## src/rtl/mantissa_divider_pkg.sv

```systemverilog
// ---------------------------------------------------------------------------
// mantissa_divider_pkg
//   Shared definitions for the mantissa divider: the FSM state encoding and
//   the default mantissa width (22 bits including the hidden bit).
// ---------------------------------------------------------------------------
package mantissa_divider_pkg;

  localparam int DEFAULT_WIDTH = 22;

  // Encodings are fixed so that checkers and waveform decoders written
  // against the FP divide unit keep matching.
  typedef enum logic [1:0] {
    ST_IDLE = 2'd0,
    ST_CALC = 2'd1,
    ST_DONE = 2'd2
  } state_t;

endpackage

```

## src/rtl/mantissa_divider_borrow_lookahead_sub.sv

```systemverilog
// ---------------------------------------------------------------------------
// borrow_lookahead_sub
//   Combinational N-bit subtractor a - b computed as a + ~b + 1 with a
//   Kogge-Stone parallel-prefix carry network (generate / propagate cells).
//
// Ports
//   a       in   N   minuend
//   b       in   N   subtrahend
//   diff    out  N   a - b (modulo 2^N)
//   borrow  out  1   1 when a < b (inverted carry-out of a + ~b + 1)
// ---------------------------------------------------------------------------
module borrow_lookahead_sub #(
  parameter int N = 23
) (
  input  logic [N-1:0] a,
  input  logic [N-1:0] b,
  output logic [N-1:0] diff,
  output logic         borrow
);

  localparam int LVL = $clog2(N);

  // Level k holds, for each bit i, the group generate/propagate covering
  // bits [i : i-2^k+1]. The propagate term is the XOR form, so level 0 also
  // serves as the half-sum for the final difference.
  for (genvar k = 0; k <= LVL; k++) begin : g_lvl
    logic [N-1:0] g;
    logic [N-1:0] p;
    if (k == 0) begin : g_init
      assign g = a & ~b;
      assign p = a ^ ~b;
    end else begin : g_comb
      localparam int DIST = 1 << (k - 1);
      // Bits below DIST have no partner at this level; their propagate must
      // pass through unchanged, hence the all-ones low mask.
      localparam logic [N-1:0] LOW = {N{1'b1}} >> (N - DIST);
      assign g = g_lvl[k-1].g | (g_lvl[k-1].p & (g_lvl[k-1].g << DIST));
      assign p = g_lvl[k-1].p & ((g_lvl[k-1].p << DIST) | LOW);
    end
  end

  // Carry-in is 1 (the +1 of two's complement), so the carry out of prefix
  // [i:0] is G | P.
  logic [N:0] carry;

  assign carry  = {g_lvl[LVL].g | g_lvl[LVL].p, 1'b1};
  assign diff   = g_lvl[0].p ^ carry[N-1:0];
  assign borrow = ~carry[N];

endmodule

```

## src/rtl/mantissa_divider.sv

```systemverilog
// ---------------------------------------------------------------------------
// mantissa_divider
//   Iterative restoring divider for FP mantissas. Computes
//   Q = floor(dividend * 2^(WIDTH-1) / divisor), one quotient bit per cycle.
//   Divide-by-zero and quotient overflow (dividend >= 2*divisor) complete in
//   one cycle with saturated results.
//
// Handshake: start is a request that is accepted only while the FSM is IDLE;
//   a start seen in CALC or DONE is dropped (no queuing). done is a one-cycle
//   pulse; quotient/remainder/flags are valid from that cycle and held until
//   the results of the next accepted request are written.
//
// Ports
//   clk        in   1      clock, rising edge
//   rst_n      in   1      asynchronous active-low reset
//   start      in   1      request
//   dividend   in   WIDTH  sampled on accepted start
//   divisor    in   WIDTH  sampled on accepted start
//   busy       out  1      iteration in progress
//   done       out  1      result pulse
//   quotient   out  WIDTH  Q (all ones on dbz/ovf)
//   remainder  out  WIDTH  dividend*2^(WIDTH-1) - Q*divisor
//   dbz        out  1      divisor was zero
//   ovf        out  1      quotient does not fit in WIDTH bits
//   sticky     out  1      remainder != 0 (only with DIV_STICKY_EN defined)
//
// Configuration macro: DIV_STICKY_EN adds the sticky output.
// ---------------------------------------------------------------------------
module mantissa_divider
  import mantissa_divider_pkg::*;
#(
  parameter int WIDTH = DEFAULT_WIDTH
) (
  input  logic             clk,
  input  logic             rst_n,
  input  logic             start,
  input  logic [WIDTH-1:0] dividend,
  input  logic [WIDTH-1:0] divisor,
  output logic             busy,
  output logic             done,
  output logic [WIDTH-1:0] quotient,
  output logic [WIDTH-1:0] remainder,
  output logic             dbz,
  output logic             ovf
`ifdef DIV_STICKY_EN
  ,
  output logic             sticky
`endif
);

  localparam int CW = $clog2(WIDTH);
  localparam logic [CW-1:0] CNT_INIT = CW'(WIDTH - 1);

  state_t           state;
  state_t           state_next;

  logic [WIDTH:0]   part_rem;   // partial remainder, one bit wider than D
  logic [WIDTH-1:0] div_reg;
  logic [WIDTH-1:0] q_work;
  logic [CW-1:0]    cnt;        // quotient bit being decided this cycle

  logic [WIDTH:0]   diff;
  logic             borrow;
  logic [WIDTH:0]   rem_step;
  logic [WIDTH-1:0] q_step;
  logic             last_step;
  logic             in_dbz;
  logic             in_ovf;

  // Operand classification on the incoming request. ovf is only meaningful
  // for a non-zero divisor; dbz takes priority.
  assign in_dbz    = (divisor == '0);
  assign in_ovf    = !in_dbz && ({1'b0, dividend} >= {divisor, 1'b0});
  assign last_step = (cnt == '0);

  borrow_lookahead_sub #(
    .N (WIDTH + 1)
  ) u_sub (
    .a      (part_rem),
    .b      ({1'b0, div_reg}),
    .diff   (diff),
    .borrow (borrow)
  );

  // One restoring step: keep the difference when it did not borrow.
  always_comb begin
    rem_step    = borrow ? part_rem : diff;
    q_step      = q_work;
    q_step[cnt] = ~borrow;
  end

  // Next-state and status outputs.
  always_comb begin
    state_next = state;
    busy       = 1'b0;
    done       = 1'b0;
    case (state)
      ST_IDLE: begin
        if (start) begin
          state_next = (in_dbz || in_ovf) ? ST_DONE : ST_CALC;
        end
      end
      ST_CALC: begin
        busy = 1'b1;
        if (last_step) begin
          state_next = ST_DONE;
        end
      end
      ST_DONE: begin
        done       = 1'b1;
        state_next = ST_IDLE;
      end
      default: begin
        state_next = ST_IDLE;
      end
    endcase
  end

  always_ff @(posedge clk or negedge rst_n) begin
    if (!rst_n) begin
      state <= ST_IDLE;
    end else begin
      state <= state_next;
    end
  end

  // Datapath and result registers. Results are written on the edge that
  // enters DONE so they are already valid while done is high.
  always_ff @(posedge clk or negedge rst_n) begin
    if (!rst_n) begin
      part_rem  <= '0;
      div_reg   <= '0;
      q_work    <= '0;
      cnt       <= '0;
      quotient  <= '0;
      remainder <= '0;
      dbz       <= 1'b0;
      ovf       <= 1'b0;
`ifdef DIV_STICKY_EN
      sticky    <= 1'b0;
`endif
    end else begin
      case (state)
        ST_IDLE: begin
          if (start) begin
            dbz      <= in_dbz;
            ovf      <= in_ovf;
            div_reg  <= divisor;
            part_rem <= {1'b0, dividend};
            cnt      <= CNT_INIT;
            q_work   <= '0;
            if (in_dbz) begin
              quotient  <= '1;
              remainder <= dividend;
`ifdef DIV_STICKY_EN
              sticky    <= 1'b1;
`endif
            end else if (in_ovf) begin
              quotient  <= '1;
              remainder <= '0;
`ifdef DIV_STICKY_EN
              sticky    <= 1'b0;
`endif
            end
          end
        end
        ST_CALC: begin
          q_work <= q_step;
          if (!last_step) begin
            // rem_step < divisor < 2^WIDTH, so the shift cannot lose a bit.
            part_rem <= {rem_step[WIDTH-1:0], 1'b0};
            cnt      <= cnt - CW'(1);
          end else begin
            quotient  <= q_step;
            remainder <= rem_step[WIDTH-1:0];
`ifdef DIV_STICKY_EN
            sticky    <= |rem_step;
`endif
          end
        end
        default: begin
        end
      endcase
    end
  end

endmodule

```

## config.mk

```make
export PLATFORM = sky130hd
export DESIGN_NAME = mantissa_divider
export DESIGN_NICKNAME = d
export VERILOG_FILES = /design/src/rtl/mantissa_divider_pkg.sv /design/src/rtl/mantissa_divider_borrow_lookahead_sub.sv /design/src/rtl/mantissa_divider.sv
export SDC_FILE = /design/constraint.sdc
export NUM_CORES = 1
export LEC_CHECK = 0
export CORE_AREA = 2 2 120 133
export DETAILED_ROUTE_END_ITERATION = 8
export DIE_AREA = 0 0 122 135
export PLACE_DENSITY = 0.82
export SETUP_SLACK_MARGIN = 0.2
export SYNTH_ARGS = -nofsm -noshare
export SYNTH_HDL_FRONTEND = slang
export SYNTH_SLANG_ARGS = --single-unit
export TNS_END_PERCENT = 50
```

## constraint.sdc

```tcl
create_clock -name clk -period 6.31 [get_ports clk]
set_input_delay 0.631 -clock clk [delete_from_list [all_inputs] [get_ports clk]]
set_output_delay 0.631 -clock clk [all_outputs]
set_load 0.03 [all_outputs]
```

==> flow_summary.ini <==
[floorplanning]
core_area_mm2 = 0.0150
die_y_um = 135
dieWidth_um = 122
start_util_pct = 49.4
dieArea_mm2 = 0.0165
row_count = 47
boundaryPins = 95

[critical_path]
end_kind = register
critPathLaunchType = primary input
crit_chain = clkdlybuf4s50_1, inv_1, ha_1, and4b_1, o31a_1, o211ai_1, a21oi_1, o31a_1, o31ai_4, nand2_4, mux2_1
crit_required_ns = 6.61
cp_top_family = compound AO/OA/AOI/OAI gates
critPathMaxStageDelay_ns = 0.52
reg2reg_depth = 10
crit_fanout = 45
critPathSlowestCell = clkdlybuf4s50_1
cp_data_arrival_time_ns = 3.81
cp_common_cell = o31a_1
path_class = in2reg
critPathBufInv = 2
r2r_end = remainder[10]
r2r_start = part_rem[12]
ff2ff_setup_slack_ns = 2.86

[global_route]
grtUsageMet2_pct = 43.4
antenna_found_initial = 0
grt_remaining_overflow = 0
grt_pass1_vias = 6558
met3_usage_pct = 5.41
track_usage_pct = 26.4
grt_pass1_wl_um = 33700
grt_max_degree = 68
grt_busiest_layer = met2
met1_usage_pct = 33.4

[timing]
whs_ns = 0.319
fmax_mhz = 285
skew_ns = 0.0104
setup_tns_ns = 0
min_period_ns = 3.51
max_slew.worst_pin.slew_ns = 1.20
rsz0062_at_grt = false
period_share_pct = 55.7
slew_viol_final = 0
finalSetupViolCount = 0
hold_viol_final = 0
relSlewSlack_pct = 20.0

[layout]
fillers = 1250
nNetsFinal = 975
largest_reg_flops = 23
mostFrequentLayoutCell = dfrtp_1
area_growth_syn_to_layout_pct = 21.8
antenna_cells = 0
regMostFlops = part_rem
drive_gt1_share_pct = 6.51
layout_common_cells = dfrtp_1, clkdlybuf4s50_1, nand2_1

[cts]
cts_buffers = 17
cts_max_level = 4
post_cts_resize_count = 0
tritoncts = yes
cts_sinks = 119
clockBufferDepth = 2
root_buffer = clkbuf_16
path_clk_slew_ns = 0.06
ctsHoldBuffers = 0
cts_setup_buffers = 0
insertion_delay_ns = 0.42

[power_and_ir_drop]
p_comb_share_pct = 63.1
power_leakage_nw = 3.85
vdd_ir_drop_max_uv = 323
clockPowerShare_pct = 15.3
p_int_mw = 3.31
pwr_density_cell_mw_per_mm2 = 692
sw_frac_of_total_pct = 47.0
pwr-share-seq_pct = 21.6
p_sw_mw = 2.94

[synth]
async_reset_ff_share_pct = 100
synth_cell_types = 65
yosysSeqAreaShare_pct = 40.2
ys_seq_elements = 119
synth_warnings = 0
syn_area_mm2 = 0.00741
synth-edff-count = 0
syn_inst = 807
synth_flop_cell = dfrtp_1
avgSynthCellArea_um2 = 9.19
synth_nets = 903

[drt]
dr.first_iter.drc_count = 677
vias = 6659
wl_per_cell_um = 19.1
firstDrtPassIters = 5
drc_errors = 0
routed_via_density = 6.13
routed_wl_um = 20800
ant_nets = 0

[hold_path]
worst_hold_path_type = in2async

[outcome]
status = completed

[placed_design]
io_buffers = 94
dpl.hpwl_um = 14900
finalWeightedCongestion = 0.925

[job]
drv_cap = 0
[synth_stat cells (2+ instances only)]
| library cell | instances | area [um^2] |
|---|---|---|
| a21oi_1 | 34 | 170 |
| or2_2 | 2 | 12.5 |
| nor2_1 | 52 | 195 |
| a211oi_1 | 7 | 52.6 |
| o22ai_1 | 14 | 87.6 |
| a21o_1 | 11 | 82.6 |
| a311o_1 | 2 | 20.0 |
| mux2_1 | 4 | 45.0 |
| ha_1 | 49 | 613 |
| a31oi_1 | 24 | 150 |
| buf_2 | 6 | 30.0 |
| nand2b_1 | 8 | 50.1 |
| buf_1 | 5 | 18.8 |
| o22a_1 | 2 | 17.5 |
| a311oi_1 | 4 | 35.0 |
| o211a_1 | 3 | 30.0 |
| clkbuf_1 | 33 | 124 |
| nand2_1 | 71 | 267 |
| a2bb2oi_1 | 2 | 17.5 |
| inv_1 | 58 | 218 |
| o21ai_1 | 2 | 10.0 |
| mux2_4 | 2 | 30.0 |
| buf_6 | 3 | 33.8 |
| a211o_1 | 2 | 17.5 |
| mux2_2 | 11 | 124 |
| mux2i_1 | 37 | 370 |
| o31ai_1 | 3 | 22.5 |
| nand4_1 | 7 | 43.8 |
| and3_1 | 3 | 18.8 |
| xnor2_1 | 13 | 114 |
| a21boi_0 | 3 | 22.5 |
| o21a_1 | 13 | 97.6 |
| xor2_1 | 7 | 61.3 |
| o31a_1 | 4 | 35.0 |
| nor2b_1 | 2 | 12.5 |
| nand3_1 | 11 | 55.1 |
| o211ai_1 | 15 | 113 |
| nor4_1 | 5 | 31.3 |
| a221oi_1 | 4 | 35.0 |
| o21ai_0 | 70 | 350 |
| and2_1 | 4 | 25.0 |
| a22o_1 | 22 | 193 |
| nor3_1 | 33 | 165 |
| dfrtp_1 | 119 | 2980 |
[worst reg2reg max path: stages (launching register included)]
cell      delay [ns]
dfrtp_1         0.41
ha_1            0.42
a21o_1          0.22
a221oi_1        0.55
nand2_1         0.11
a21boi_1        0.29
a41oi_4         0.07
buf_4           0.36
a21boi_0        0.25
a311o_1         0.36
mux2_1          0.29
[how the worst max path moves through the flow]
stage                    end  depth (start not counted)    startpoint
2_1_floorplan  remainder[10]                         11    divisor[5]
3_3_place_gp   remainder[10]                         11    divisor[5]
3_5_place_dp   remainder[15]                         11    divisor[5]
4_1_cts        remainder[10]                         10  part_rem[14]
5_1_grt        remainder[13]                         11    divisor[5]
6_report       remainder[13]                         11    divisor[5]
[cells by family after synthesis]
family | after synthesis | synth area share (%)
compound gates | 254 | 22.9
xor+xnor | 20 | 2.36
buf+inv | 105 | 5.72
simple gates | 206 | 12.9
fa+ha+maj | 49 | 8.27
mux | 54 | 7.68
flops | 119 | 40.2
[layer usage]
| layer | part of all wire, % | vias up |
|---|---|---|
| met3 | 6.9 | 55 |
| met4 | 3.8 | 0 |
| li1 | - | 3080 |
| met2 | 48 | 311 |
| met5 | 0 | - |
| met1 | 41 | 3213 |
[metrics by stage]
| stage | instance area [um^2] | setup slack [ns] | std cells | util (%) | power (mW) |
|---|---|---|---|---|---|
| 5_1_grt | 9030 | 2.69 | 1087 | 60.2 | 6.70 |
| 4_1_cts | 9030 | 2.82 | 1087 | 60.2 | 6.21 |
| 6_report | 9030 | 2.80 | 1087 | 60.2 | 6.24 |
| 3_5_place_dp | 8450 | 2.41 | 1056 | 56.4 | 5.24 |
| 3_3_place_gp | 8450 | 2.42 | 1056 | 56.4 | 5.13 |
| 2_1_floorplan | 7410 | 3.39 | 807 | - | 4.20 |
[power by group through the flow]
stage               logic [mW]  clock network (mW)  registers [mW]
finish                    3.94               0.956            1.35
global placement          3.78                   0            1.35
global route              4.31               0.998            1.39
detailed placement        3.88                   0            1.36
floorplan                 2.62                   0            1.58
CTS                       3.90               0.960            1.35
[layout make-up]
cell class	count	area (um^2)	share of cell area, %
clock buffers	21	450	4.99
clock inverters	10	123	1.36
inverters	58	218	2.41
multi-input cells	583	4030	44.6
flip-flops and latches	119	2980	33.0
well taps	196	245	2.72
repair buffers	100	983	10.9
Power figures use the tool's default switching activity.
